<file path="src/rtl/stream_rr_mux.sv">
// stream_rr_mux: N-channel stream concentrator.
// Each input channel feeds its own small FIFO. A round-robin arbiter moves one
// sample per cycle from the FIFOs into a registered output stage. Each output
// sample is tagged with its source channel. All ports use the stb/ack handshake.
module stream_rr_mux #(
  parameter int DATA_W     = 32,
  parameter int N_CH       = 4,
  parameter int FIFO_DEPTH = 4,
  localparam int CH_W      = (N_CH > 1) ? $clog2(N_CH) : 1,
  localparam int AW        = (FIFO_DEPTH > 1) ? $clog2(FIFO_DEPTH) : 1
) (
  input  logic                     clk,
  input  logic                     rst,
  input  logic [N_CH*DATA_W-1:0]   input_a,
  input  logic [N_CH-1:0]          input_a_stb,
  output logic [N_CH-1:0]          input_a_ack,
  input  logic [N_CH-1:0]          ch_enable,
  output logic [DATA_W-1:0]        output_z,
  output logic [CH_W-1:0]          output_z_ch,
  output logic                     output_z_stb,
  input  logic                     output_z_ack,
  output logic [N_CH*(AW+1)-1:0]   ch_count,
  output logic [31:0]              out_count
);

  // Per-channel status and data offered to the arbiter
  logic [N_CH-1:0]              full;
  logic [N_CH-1:0]              eligible;
  logic [N_CH-1:0]              pop;
  logic [N_CH-1:0][DATA_W-1:0]  head_data;

  // Output stage registers
  logic [DATA_W-1:0] output_z_q,     output_z_d;
  logic [CH_W-1:0]   output_z_ch_q,  output_z_ch_d;
  logic              output_z_stb_q, output_z_stb_d;
  logic [CH_W-1:0]   ptr_q,          ptr_d;
  logic [31:0]       out_count_q;

  // Arbiter results
  logic              out_free;
  logic              arb_found;
  logic              arb_load;
  logic [CH_W-1:0]   arb_sel;
  logic [CH_W-1:0]   arb_cand;

  // The output stage can take a new sample when it is empty or being drained now.
  assign out_free = ~output_z_stb_q | output_z_ack;
  assign arb_load = out_free & arb_found;

  // ---------------------------------------------------------------------------
  // Per-channel FIFOs
  // ---------------------------------------------------------------------------
  for (genvar gi = 0; gi < N_CH; gi++) begin : g_ch
    logic [AW-1:0]     wr_ptr_q;
    logic [AW-1:0]     rd_ptr_q;
    logic [AW:0]       count_q;
    logic [DATA_W-1:0] mem_q [FIFO_DEPTH];
    logic              push;

    // Ready depends only on registered occupancy, so there is no
    // combinational path from any stb or from output_z_ack.
    assign full[gi]        = (count_q == (AW+1)'(FIFO_DEPTH));
    assign input_a_ack[gi] = ~full[gi] & ~rst;
    assign push            = input_a_stb[gi] & input_a_ack[gi];
    assign pop[gi]         = arb_load & (arb_sel == CH_W'(gi));
    assign eligible[gi]    = (count_q != '0) & ch_enable[gi];
    assign head_data[gi]   = mem_q[rd_ptr_q];
    assign ch_count[gi*(AW+1) +: AW+1] = count_q;

    // Pointer and occupancy tracking; reset empties the FIFO
    always_ff @(posedge clk or posedge rst) begin
      if (rst) begin
        wr_ptr_q <= '0;
        rd_ptr_q <= '0;
        count_q  <= '0;
      end else begin
        if (push)
          wr_ptr_q <= wr_ptr_q + 1'b1;
        if (pop[gi])
          rd_ptr_q <= rd_ptr_q + 1'b1;
        if (push && !pop[gi])
          count_q <= count_q + 1'b1;
        else if (!push && pop[gi])
          count_q <= count_q - 1'b1;
      end
    end

    // Sample storage; contents need no reset because the pointers define validity
    always_ff @(posedge clk) begin
      if (push)
        mem_q[wr_ptr_q] <= input_a[gi*DATA_W +: DATA_W];
    end
  end

  // ---------------------------------------------------------------------------
  // Round-robin search starting just after the last granted channel
  // ---------------------------------------------------------------------------
  always_comb begin
    arb_found = 1'b0;
    arb_sel   = '0;
    arb_cand  = '0;
    for (int i = 1; i <= N_CH; i++) begin
      arb_cand = CH_W'((int'(ptr_q) + i) % N_CH);
      if (!arb_found && eligible[arb_cand]) begin
        arb_found = 1'b1;
        arb_sel   = arb_cand;
      end
    end
  end

  // Next state of the output stage: load on grant, go idle when nothing is eligible
  always_comb begin
    output_z_d     = output_z_q;
    output_z_ch_d  = output_z_ch_q;
    output_z_stb_d = output_z_stb_q;
    ptr_d          = ptr_q;
    if (out_free) begin
      if (arb_found) begin
        output_z_d     = head_data[arb_sel];
        output_z_ch_d  = arb_sel;
        output_z_stb_d = 1'b1;
        ptr_d          = arb_sel;
      end else begin
        output_z_stb_d = 1'b0;
      end
    end
  end

  // Output stage registers; pointer resets to the last channel so channel 0 wins first
  always_ff @(posedge clk or posedge rst) begin
    if (rst) begin
      output_z_q     <= '0;
      output_z_ch_q  <= '0;
      output_z_stb_q <= 1'b0;
      ptr_q          <= CH_W'(N_CH - 1);
    end else begin
      output_z_q     <= output_z_d;
      output_z_ch_q  <= output_z_ch_d;
      output_z_stb_q <= output_z_stb_d;
      ptr_q          <= ptr_d;
    end
  end

  // Completed output transfers, wrapping naturally at 2^32
  always_ff @(posedge clk or posedge rst) begin
    if (rst)
      out_count_q <= '0;
    else if (output_z_stb_q && output_z_ack)
      out_count_q <= out_count_q + 32'd1;
  end

  assign output_z     = output_z_q;
  assign output_z_ch  = output_z_ch_q;
  assign output_z_stb = output_z_stb_q;
  assign out_count    = out_count_q;

endmodule

</file>
<file path="config.mk">
export PLATFORM = sky130hd
export DESIGN_NAME = stream_rr_mux
export DESIGN_NICKNAME = d
export VERILOG_FILES = /design/src/rtl/stream_rr_mux.sv
export SDC_FILE = /design/constraint.sdc
export NUM_CORES = 1
export LEC_CHECK = 0
export BUFFER_PORTS_ARGS = -buffer_cell sky130_fd_sc_hd__clkbuf_2
export CAP_MARGIN = 40
export CORE_MARGIN = 10
export CORE_UTILIZATION = 50
export CTS_CLUSTER_DIAMETER = 40
export DETAILED_ROUTE_END_ITERATION = 10
export PLACE_DENSITY = 0.66
export RECOVER_POWER = 100
export SETUP_SLACK_MARGIN = 0.05
export SLEW_MARGIN = 20
export SYNTH_ARGS = -nofsm -noshare
export SYNTH_HDL_FRONTEND = slang
export SYNTH_SLANG_ARGS = --single-unit
</file>
<file path="constraint.sdc">
create_clock -name clk -period 4.37 [get_ports clk]
set_input_delay 0.874 -clock clk [delete_from_list [all_inputs] [get_ports clk]]
set_output_delay 0.874 -clock clk [all_outputs]
set_load 0.02 [all_outputs]
</file>
Word-level counts from Yosys, hierarchy flattened --
Memory sizes are Yosys's and may differ from the RTL's. Cells that the tools add are included.
Storage, ports and cells: flip-flop bits (word level) 97, word-level logic and storage cells 146, memories kept 4, output and inout bits 83, RAM bits 512
Memory list:
- g_ch[0].mem_q | depth 4, width 32, read ports 1, clocked after memory_dff 0, wr ports 1, RTL line 57 | logic [DATA_W-1:0] mem_q [FIFO_DEPTH];
- g_ch[1].mem_q | depth 4, width 32, read ports 1, clocked after memory_dff 0, wr ports 1, RTL line 57
- g_ch[2].mem_q | depth 4, width 32, read ports 1, clocked after memory_dff 0, wr ports 1, RTL line 57
- g_ch[3].mem_q | depth 4, width 32, read ports 1, clocked after memory_dff 0, wr ports 1, RTL line 57
Cells by class: reduce and logical (&&, ||, !) cells 33, equality and inequality tests 7, bitwise logic cells 24, multiplexer cells 35, magnitude comparators 5, $add $sub $neg 21
Operator list (count):
- 32-bit binary-select mux with 2-bit select | 1
- 32-bit by 1-bit adder with 32-bit output, second input constant | 1
- 32-bit 2-to-1 mux | 1
- 3-bit 2-to-1 mux | 8
- 2-bit by 1-bit adder with 2-bit output, second input constant | 10
- 1-bit AND | 17
- 1-bit 2-to-1 mux | 17
- 2-bit by 3-bit < comparator with 1-bit output, second input constant | 5
- 3-bit by 1-bit adder with 3-bit output, second input constant | 4
- 3-bit == test, second input constant | 4
- 1-bit logical AND | 12
- 3-bit nonzero test | 4
- 3-bit by 1-bit subtractor with 3-bit output, second input constant | 4
- 1-bit zero test | 11
- 1-bit binary-select mux with 2-bit select | 4
- 2-bit 2-to-1 mux | 4
- 2-bit nonzero test | 4
- 1-bit inverter | 6
- 2-bit adder, second input constant | 2
- 2-bit == test, second input constant | 2
- 2-bit by 1-bit == test with 1-bit output, second input constant | 1
- 2-bit zero test | 1
- 2-bit AND reduction | 1
- 1-bit OR | 1

Longest topological paths before layout --
word-level depth 19, gate-level depth with buffers 13, mapped depth without buffers 11

Worst setup path before layout --
Ideal clock, no wire load.
path type input -> register, start point input port ch_enable[0], end point register g_ch[3].count_q[2], arrival 2988 ps, path slack 1301 ps, required time 4290 ps, buffers on the path 2, library setup time 80 ps, stages on the path 13, path through o31a_1 -> nor2_1 -> a22o_1 -> a221o_1 -> buf_6 -> buf_2 -> nand2_1 -> ha_1 -> inv_1 -> fa_1 -> xor2_1 -> nor2_1 -> xor2_1
On the way: cells in the longest elaborated chain, start to end 18, elaborated cells between the ends (all ways) 31
RTL lines:
- from (decl) | RTL line 17 | input logic [N_CH-1:0] ch_enable,
- 1-bit AND (*) | RTL line 66 | assign eligible[gi] = (count_q != '0) & ch_enable[gi];
- 1-bit binary-select mux with 2-bit select | RTL line 104 | if (!arb_found && eligible[arb_cand]) begin
- 1-bit 2-to-1 mux (not written as such) | RTL line 104
- 1-bit 2-to-1 mux | RTL line 104
- 1-bit zero test | RTL line 104
- 1-bit logical AND | RTL line 104
- 1-bit 2-to-1 mux | RTL line 104
- 1-bit zero test | RTL line 104
- [... 2 more ...]
- 1-bit zero test | RTL line 104
- 1-bit logical AND | RTL line 104
- 2-bit 2-to-1 mux / 1-bit 2-to-1 mux (equally long branches) | RTL line 104
- 2-bit == test / 1-bit AND (equally long branches) | RTL line 65, 48
- 1-bit AND (*) | RTL line 65 | assign pop[gi] = arb_load & (arb_sel == CH_W'(gi));
- 1-bit zero test | RTL line 81 | if (push && !pop[gi])
- 1-bit logical AND | RTL line 81
- 3-bit 2-to-1 mux / 2-bit nonzero test (equally long branches)
- to (signal assigned) | RTL line 82 | count_q <= count_q + 1'b1;
- to (signal assigned) | RTL line 84 | count_q <= count_q - 1'b1;
- to (decl) | RTL line 56 | logic [AW:0] count_q;
Every way passes the cells marked *; elsewhere a longest branch is shown, timed or not. The select of a mux whose other input is x is not followed. A chain may end at the register's enable or synchronous reset.

Worst setup path in the final report --
start point register g_ch[2].count_q[0], end point register output_z_q[25] (netlist: output_z[25])
On the way: cells in the longest elaborated chain, start to end 16, elaborated cells between the ends (all ways) 27
RTL lines:
- from (decl) | RTL line 56
- from (signal assigned) | RTL line 82
- from (signal assigned) | RTL line 84
- 3-bit nonzero test (*) | RTL line 66
- 1-bit AND (*) | RTL line 66
- 1-bit binary-select mux with 2-bit select | RTL line 104
- 1-bit 2-to-1 mux (not written as such) | RTL line 104
- 1-bit 2-to-1 mux | RTL line 104
- 1-bit zero test | RTL line 104
- 1-bit logical AND | RTL line 104
- 1-bit 2-to-1 mux | RTL line 104
- 1-bit zero test | RTL line 104
- 1-bit logical AND | RTL line 104
- 1-bit 2-to-1 mux | RTL line 104
- 1-bit zero test | RTL line 104
- 1-bit logical AND | RTL line 104
- 2-bit 2-to-1 mux | RTL line 104
- 32-bit binary-select mux with 2-bit select | RTL line 119 | output_z_d = head_data[arb_sel];
- 32-bit 2-to-1 mux (not written as such) | RTL line 119
- to (signal assigned) | RTL line 137 | output_z_q <= output_z_d;
- to (decl) | RTL line 33 | logic [DATA_W-1:0] output_z_q, output_z_d;
Marks and branches as above.

==> reports/qor.csv <==
stage,metric,value,unit
status,outcome,finished with violations,
status,failing checks,"max-capacitance violations, max-slew violations",
floorplan,site row count,79,
worst_setup_path,crit end category,register,
worst_setup_path,Crit Path Class,reg -> reg,
power_and_ir_drop,PD cells,704,nW/µm²
grt,initial antenna violation count,14,
grt,gr usage total,0.191,
synthesis,Synth top area share,0.645,
timing,hold violation total from the final report,0,
grt,pin count of the biggest net entering global routing,67,
worst_setup_path,CP Max Fanout,36,
routing,DRT Pass-1 Iters,4,
worst_setup_path,cell with the largest stage delay on the worst path,clkbuf_2,
cts,CTS Hold Bufs,0,
cts,Sink Count,609,
timing,unrepaired setup endpoints after global routing,no,
timing,worst-case clock skew,0.0271,ns
synthesis,synth top area cells,"edfxtp_1 (64%), mux4_2 (12%), dfrtp_1 (10%), mux2_2 (1.6%), xnor2_1 (1.5%)",
placed_design,Port Buffer Count,221,
placed_design,worst slack at placement,1.04,ns
routing,Via Count,12203,
timing,setup violators final,0,
cts,Max Buffers Root-to-Sink,3,
synthesis,post-synthesis async set-or-reset flop share,0.159,
finish,Area Overhead vs Synth,19.8,%
synthesis,Netlist cell types,52,
finish,final net count,1653,
worst_setup_path,Worst EP required,4.82,ns
synthesis,register bit total from synthesis,609,
worst_setup_path,Worst R2R End,output_z[25]$_DFFE_PP0P_,
floorplan,die width,238,µm
floorplan,DIE HEIGHT,238,µm
finish,fraction of layout cells with a size suffix above 1,0.216,
hold_path,Hold Path Sink,out_count[31]$_DFFE_PP0P_,
cts,Root Buffer,clkbuf_16,
synthesis,top_reg_cell synth,edfxtp_1,
worst_setup_path,CP max stage delay,0.90,ns
synthesis,syn_area_per_cell,20.0,µm²
cts,Clock Latency Late Sink,0.62,ns
synthesis,yosys warns,0,
finish,Fillers,3506,
timing,Setup TNS Final,0,ns
routing,final wirelength,53500,µm
synthesis,sequential-to-total area share from yosys stat,0.746,
cts,Post CTS Setup Buffer Count,0,
timing,WHS,0.473,ns
cts,CTS buffer count,91,
worst_setup_path,critical path's top delay family,compound AO/OA/AOI/OAI gates,
floorplan,Initial Util,0.509,
routing,DR iter-0 viols,835,
run,Max Cap Viol,18,
worst_setup_path,"Buf+Inv Stages, Crit Path",1,
floorplan,core box area,46900,µm²
worst_setup_path,RR Startpoint,g_ch[2].count_q[0]$_DFFE_PP0P_,
routing,wire per inst,24.6,µm
routing,routed vias/inst,5.61,
finish,fin cells,2176,
worst_setup_path,crit start category,register,
synthesis,area of the mapped netlist,23900,µm²
cts,H-tree Lvls,3,
timing,minimum clock period,3.57,ns
floorplan,num ports,222,
power_and_ir_drop,Tot Pwr,0.0201,W
hold_path,Hold Crit Start,out_count[31]$_DFFE_PP0P_,
timing,Worst-Margin Slew,2.24,ns
timing,Rel. slew slack,-0.491,
routing,remaining routing DRC violations,0,
power_and_ir_drop,static leakage,9.70,nW
hold_path,hold path cells,1,
timing,Final Max Slew Viols,558,
synthesis,number of enable flip-flop cells after synthesis,512,
worst_setup_path,R2R cell count,7,
worst_setup_path,reg2reg setup slack,0.80,ns
synthesis,"area leader, netlist",edfxtp_1,
worst_setup_path,Worst Path Arrival,4.02,ns
floorplan,die area,56800,µm²
cts,clock slew at reported path FFs,0.05,ns
placed_design,HPWL after detailed placement,35100,µm
cts,CTS tree,yes,
worst_setup_path,CP cell instances,o31ai_1 -> nand2_1 -> o21ai_0 -> clkbuf_2 -> mux2_2 -> a22oi_1 -> a31oi_1,
power_and_ir_drop,Worst VDD drop,0.538,mV
grt,global-route wire length before repair,81300,µm
placed_design,dpl cells,2003,
routing,Final ANT Viol Nets,0,
worst_setup_path,critical path depth,7,
placed_design,GP Congestion,0.760,
grt,total global routing overflow,0,
hold_path,worst hold path type,reg -> reg,
grt,vias in the first global route,12947,
synthesis,synthesized net count,1359,
timing,Tcrit/Tclk final,0.817,
synthesis,Syn Inst Count,1195,
cts,Post-CTS Resized,0,
timing,Setup WS post-layout,0.799,ns
timing,fmax,280,MHz
how the worst max path moves through the flow:
stage | from | to | slack, ns
floorplan | rst | g_ch[0].count_q[0]$_DFFE_PP0P_ | 0.97
global placement | ch_enable[2] | g_ch[2].count_q[2]$_DFFE_PP0P_ | 1.14
detailed placement | ch_enable[2] | g_ch[2].count_q[2]$_DFFE_PP0P_ | 1.04
CTS | g_ch[2].count_q[0]$_DFFE_PP0P_ | g_ch[2].count_q[2]$_DFFE_PP0P_ | 1.11
global route | g_ch[2].count_q[0]$_DFFE_PP0P_ | output_z[31]$_DFFE_PP0P_ | 0.50
finish | g_ch[2].count_q[0]$_DFFE_PP0P_ | output_z[25]$_DFFE_PP0P_ | 0.80
synth_stat cells, types with 14 or more instances:
master and number:
dfrtp_1 95, mux4_2 128, clkbuf_1 27, nor2_1 53, inv_1 19, and3_1 19
a31oi_1 29, edfxtp_1 512, nand2_1 23, mux2_2 34, nand2b_1 31, xnor2_1 40
xor2_1 15, buf_2 14, ha_1 21, a22oi_1 29
metal layers:
| layer | wire [µm] | track usage | up-vias |
|---|---|---|---|
| li1 | - | - | 5432 |
| met1 | 21600 | 0.242 | 6332 |
| met2 | 27000 | 0.316 | 326 |
| met3 | 3790 | 0.0590 | 93 |
| met4 | 1000 | 0.0530 | 20 |
| met5 | 115 | 0 | - |
sequential cells by signal (all words and copies together) (netlist names):
| name | cells |
|---|---|
| g_ch.mem_q | 512 |
| out_count | 32 |
| output_z | 32 |
| g_ch.count_q | 12 |
| g_ch.rd_ptr_q | 8 |
| g_ch.wr_ptr_q | 8 |
| output_z_ch | 2 |
| ptr_q | 2 |
| output_z_stb | 1 |
power breakdown:
part	switching (W)	internal (W)	total, W
combinational	0.00279	0.00222	0.00501
clock	0.00264	0.00458	0.00721
sequential	0.000655	0.00724	0.00789
cell type report:
type | count | area (µm²) | share of cell area
Antenna cell | 4 | 10.0 | 0.000350
Inverter | 19 | 72.6 | 0.00254
Multi-Input combinational cell | 513 | 5720 | 0.200
Sequential cell | 609 | 17800 | 0.623
Clock inverter | 58 | 633 | 0.0222
Clock buffer | 111 | 2450 | 0.0859
Timing Repair Buffer | 255 | 1100 | 0.0387
Tap cell | 607 | 759 | 0.0266
logic make-up after synthesis:
family / Yosys count / share of synthesized area
AND/OR/NAND/NOR: 169 / 0.0365
buffers and inverters: 73 / 0.0138
adder cells (fa/ha/maj): 25 / 0.0144
AO/OA/AOI/OAI: 98 / 0.0302
XOR/XNOR: 55 / 0.0202
multiplexers: 166 / 0.139
flip-flops: 609 / 0.746
stage by stage:
stage / utilization / instance area (µm²)
final: 0.610 / 28600
after global placement: 0.549 / 25700
after global routing: 0.610 / 28600
after floorplan: - / 23900
after detailed placement: 0.551 / 25800
after CTS: 0.617 / 28900
cells in the final DEF, fill, tap and decap left out, types with 21 or more instances in the layout:
cell / Yosys / final
edfxtp_1: 512 / 512
nand2b_1: 31 / 31
ha_1: 21 / 21
dfrtp_1: 95 / 89
a22oi_1: 29 / 29
mux4_2: 128 / 128
xnor2_1: 40 / 40
clkbuf_1: 27 / 241
nand2_1: 23 / 23
nor2_1: 53 / 53
clkbuf_16: 0 / 93
a31oi_1: 29 / 29
Note: power is estimated with default switching activity, not from simulation.
